==> config.mk <==
export PLATFORM = sky130hd
export DESIGN_NAME = store_unit
export DESIGN_NICKNAME = d
export VERILOG_FILES = /design/src/rtl/store_unit.sv
export SDC_FILE = /design/constraint.sdc
export NUM_CORES = 1
export LEC_CHECK = 0
export CAP_MARGIN = 40
export CORE_MARGIN = 8
export CORE_UTILIZATION = 50
export CTS_BUF_LIST = sky130_fd_sc_hd__clkbuf_4
export CTS_CLUSTER_DIAMETER = 150
export DETAILED_ROUTE_END_ITERATION = 16
export GPL_TIMING_DRIVEN = 0
export PLACE_DENSITY = 0.87
export SETUP_SLACK_MARGIN = 0.15
export SYNTH_ARGS = -nofsm -noshare
export SYNTH_HDL_FRONTEND = slang
export SYNTH_SLANG_ARGS = --single-unit
==> constraint.sdc <==
create_clock -name clk -period 2.8 [get_ports clk]
set_clock_uncertainty 0.15 [all_clocks]
set_input_delay 0.56 -clock clk [delete_from_list [all_inputs] [get_ports clk]]
set_output_delay 0.56 -clock clk [all_outputs]
set_load 0.01 [all_outputs]
==> src/rtl/store_unit.sv <==
// Store path to the 64-bit doubleword data memory: sb/sh/sw use a read-modify-write
// sequence, sd writes directly, and illegal or misaligned requests finish with an error.
module store_unit #(
    parameter int MEM_RD_LAT = 1,
    parameter int ADDR_W     = 64
) (
    input  logic              clk,
    input  logic              rst_n,
    input  logic              start,
    input  logic [2:0]        func3,
    input  logic [ADDR_W-1:0] addr,
    input  logic [63:0]       wdata,
    output logic              busy,
    output logic              done,
    output logic              store_err,
    output logic [ADDR_W-1:0] mem_addr,
    output logic              mem_rd_en,
    input  logic [63:0]       mem_rdata,
    output logic              mem_wr_en,
    output logic [63:0]       mem_wdata,
    output logic [7:0]        mem_be
);

    localparam logic [2:0] S_IDLE = 3'd0;
    localparam logic [2:0] S_RD   = 3'd1;
    localparam logic [2:0] S_WAIT = 3'd2;
    localparam logic [2:0] S_WR   = 3'd3;
    localparam logic [2:0] S_DONE = 3'd4;

    localparam int CNT_W = (MEM_RD_LAT > 1) ? $clog2(MEM_RD_LAT + 1) : 1;

    logic [2:0]       state;
    logic [CNT_W-1:0] cnt;
    logic [63:0]      data_q;
    logic             err_q;

    logic [2:0]  off;
    logic [7:0]  be_req;
    logic        bad;
    logic [63:0] lane_data;
    logic [63:0] merged;

    assign off       = addr[2:0];
    assign lane_data = wdata << {off, 3'b000};

    always_comb begin
        be_req = 8'h00;
        bad    = 1'b0;
        case (func3)
            3'b000: be_req = 8'h01 << off;
            3'b001: begin
                be_req = 8'h03 << off;
                bad    = off[0];
            end
            3'b010: begin
                be_req = 8'h0F << off;
                bad    = |off[1:0];
            end
            3'b011: begin
                be_req = 8'hFF;
                bad    = |off;
            end
            default: bad = 1'b1;
        endcase
    end

    // Only the byte lanes the store owns come from rs2; the rest keep the read value.
    always_comb begin
        merged = 64'h0;
        for (int k = 0; k < 8; k++) begin
            merged[8*k +: 8] = mem_be[k] ? data_q[8*k +: 8] : mem_rdata[8*k +: 8];
        end
    end

    always_ff @(posedge clk or negedge rst_n) begin
        if (!rst_n) begin
            state     <= S_IDLE;
            cnt       <= '0;
            data_q    <= 64'h0;
            err_q     <= 1'b0;
            mem_addr  <= '0;
            mem_wdata <= 64'h0;
            mem_be    <= 8'h00;
        end else begin
            case (state)
                S_IDLE: begin
                    if (start) begin
                        mem_addr <= {addr[ADDR_W-1:3], 3'b000};
                        data_q   <= lane_data;
                        err_q    <= bad;
                        if (bad) begin
                            mem_be <= 8'h00;
                            state  <= S_DONE;
                        end else begin
                            mem_be <= be_req;
                            if (func3 == 3'b011) begin
                                mem_wdata <= wdata;
                                state     <= S_WR;
                            end else begin
                                state <= S_RD;
                            end
                        end
                    end
                end
                S_RD: begin
                    cnt   <= CNT_W'(MEM_RD_LAT);
                    state <= S_WAIT;
                end
                S_WAIT: begin
                    if (cnt == CNT_W'(1)) begin
                        mem_wdata <= merged;
                        state     <= S_WR;
                    end else begin
                        cnt <= cnt - CNT_W'(1);
                    end
                end
                S_WR:    state <= S_DONE;
                S_DONE:  state <= S_IDLE;
                default: state <= S_IDLE;
            endcase
        end
    end

    assign busy      = (state != S_IDLE);
    assign done      = (state == S_DONE);
    assign store_err = (state == S_DONE) && err_q;
    assign mem_rd_en = (state == S_RD);
    assign mem_wr_en = (state == S_WR);

endmodule

==> qor.yml <==
final-hold-violation-count: 0
grt_setup_unrepaired: "no"
die_h_um: 158.2
cts_buffers: 52
first_global_vias: 10414
ys_seq_area_share_pct: 50.03
clk_pin_slew_worst_paths_ns: 0.07
clk_latency_ns: 0.67
final_cells: 1726
drive_gt1_share_pct: 11.72
layout.nets: 1615
dieWidth_um: 158.2
drc: 0
fin_crit_ns: 2.585
clock_sinks: 202
core_area_mm2: 0.02004
p_per_area_mw_per_mm2: 1007
grt_pass1_wl_um: 61340
tightestPinTransition_ns: 0.8833
timing.final.ws_setup_ns: 0.2147
endpoint_kind: "output pin"
synth_area_mm2: 0.01010
clock_path_buffers: 3
ir_worst_vdd_mv: 0.5776
slew_headroom_pct: 41.11
ys_ff_latch: 202
routed_wl_um: 41340
final_core_util_pct: 72.40
power_mw: 14.61
setup_tns_ns: 0
yosys_warnings: 0
numPortBuffers: 332
worstSetupStartpointType: "flop"
finalSetupViolCount: 0
hp-class: "in2reg"
antenna_found_initial: 4
cp.arrival_ns: 1.88
gp_congestion: 0.9869
maxCapViolCount: 0
reg2reg_from: "state[0]"
drt-pass1-iter-count: 6
worstSetupPathType: "reg2out"
min-delay-start: "func3[2]"
fmax_mhz: 386.8
synthToLayoutAreaGrowth_pct: 43.59
hold_path_depth: 2
whs_ns: 0.07387
pin_count: 339
dpl.hpwl_um: 31510
grt_usage_pct: 32.45
wl_per_cell_um: 23.95
crit_path_start: "state[0]"
holdPathEnd: "mem_be[3]"
final_area_mm2: 0.01451
crit_required_ns: 2.09
async_flop_share_pct: 100.0
die-area_mm2: 0.02501
status: "completed"
cts_setup_buffers: 0
h-tree-depth: 2
grt-ovfl-total: 0
pre_cts_slack_ns: -0.2815
r2r_setup_slack_ns: 0.36
nFillCells: 1570
synth_area_per_cell_um2: 9.847
root_buffer: "clkbuf_4"
start_util_pct: 50.42
place_area_mm2: 0.01381
syn_inst: 1026
grt_max_degree: 119
dp.cells: 1632
tritoncts: "yes"
drt_iter0_drc: 1095
ant_nets: 0
synth_cell_types: 50
period_share_pct: 92.33
reg2reg_depth: 6
synth-main-ff-cell: "dfrtp_1"
vias: 10054
rows: 52
power_leakage_nw: 6.434
vias_per_cell: 5.825
slew_violations: 0
reg2reg_to: "data_q[15]"
synth_edf_count: 0
worst-path-max-fanout: 7
per-layer routing:
metal  up-vias  GRT usage, %  wire (um)
li1       4425             -          -
met4         0         15.54       1772
met2       629         49.68      18860
met5         -             0          0
met3       124         8.845       4643
met1      4876         41.98      16060
cells in the final DEF (no fill, tap or decap), types with 5 or more instances in the layout:
cell	netlist	final
clkbuf_1	47	42
clkdlybuf4s50_1	0	326
buf_6	7	7
clkbuf_4	0	78
diode_2	0	5
buf_1	9	9
a22oi_1	9	9
nor3_1	6	5
mux4_2	14	14
o21ai_0	16	16
a21oi_1	37	37
o2bb2ai_1	8	8
nand2_1	272	272
clkinv_1	1	8
o221ai_1	10	10
nor2_1	102	101
nand3_1	18	18
o211ai_1	9	9
clkbuf_2	0	5
a221o_1	71	71
o21ai_1	9	9
mux2i_1	89	89
buf_2	23	26
mux2_2	24	24
dfrtp_1	202	202
worst max-delay path, stage by stage (launching register included):
cell and delay [ns]:
dfrtp_1 0.37, clkbuf_2 0.21, nor2_4 0.15, and3_1 0.17, dlygate4sd2_1 0.30
timing repair:
action	CTS	global route
hold endpoints to repair	117	0
pin swaps	0	0
hold buffers	1	0
resized for setup	10	14
endpoints found under the setup margin	35	91
where the power goes:
| group | internal (mW) | switching, mW | total (mW) |
|---|---|---|---|
| Clock | 1.35 | 1.25 | 2.61 |
| Combinational | 3.39 | 3.48 | 6.87 |
| Sequential | 4.26 | 0.859 | 5.12 |
layout make-up:
| cell class | instances | area [um^2] | share of cell area (%) |
|---|---|---|---|
| Sequential cell | 202 | 5055 | 34.84 |
| Multi-Input combinational cell | 732 | 4638 | 31.97 |
| Timing Repair Buffer | 335 | 3357 | 23.14 |
| Clock buffer | 78 | 585.6 | 4.036 |
| Buffer | 89 | 432.9 | 2.984 |
| Tap cell | 270 | 337.8 | 2.329 |
| Clock inverter | 10 | 70.07 | 0.4830 |
| Inverter | 5 | 18.77 | 0.1294 |
| Antenna cell | 5 | 12.51 | 0.08624 |
registers in the layout, indices dropped and copies added, names as in the netlist:
signal,flops
cnt,1
data_q,64
mem_be,8
mem_addr,61
mem_wdata,64
state,3
err_q,1
cells by family (layout without fill, tap and decap cells):
kind of cell | Yosys count | count (layout) | share of synthesized area (%)
simple gates | 416 | 416 | 16.52
flops | 202 | 202 | 50.03
compound gates | 181 | 181 | 13.96
mux | 127 | 127 | 14.61
buf+inv | 94 | 517 | 4.409
xor+xnor | 5 | 5 | 0.4335
other cells | 1 | 8 | 0.03712
synthesized netlist by cell type, drive strengths merged (3+ instances only):
cell type / n / area (um^2)
a21oi: 37 / 185.2
a221o: 71 / 710.7
a22oi: 9 / 67.56
buf: 42 / 250.2
clkbuf: 47 / 176.4
dfrtp: 202 / 5055
inv: 4 / 15.01
mux2: 24 / 270.3
mux2i: 89 / 890.9
mux4: 14 / 315.3
nand2: 272 / 1021
nand3: 18 / 90.09
nor2: 102 / 382.9
nor2b: 3 / 18.77
nor3: 7 / 40.04
o211ai: 9 / 67.56
o21ai: 25 / 125.1
o221ai: 10 / 87.58
o2bb2ai: 8 / 70.07
xnor2: 3 / 26.28
worst max path at each step:
| stage | end | slack [ns] |
|---|---|---|
| 6_report | store_err | 0.21 |
| 5_1_grt | store_err | 0.13 |
| 4_1_cts | data_q[15] | 0.15 |
| 3_5_place_dp | data_q[15] | -0.28 |
| 3_3_place_gp | mem_addr[20] | -7.37 |
| 2_1_floorplan | mem_wdata[10] | 0.51 |
Note: power is estimated with default switching activity, not from simulation.
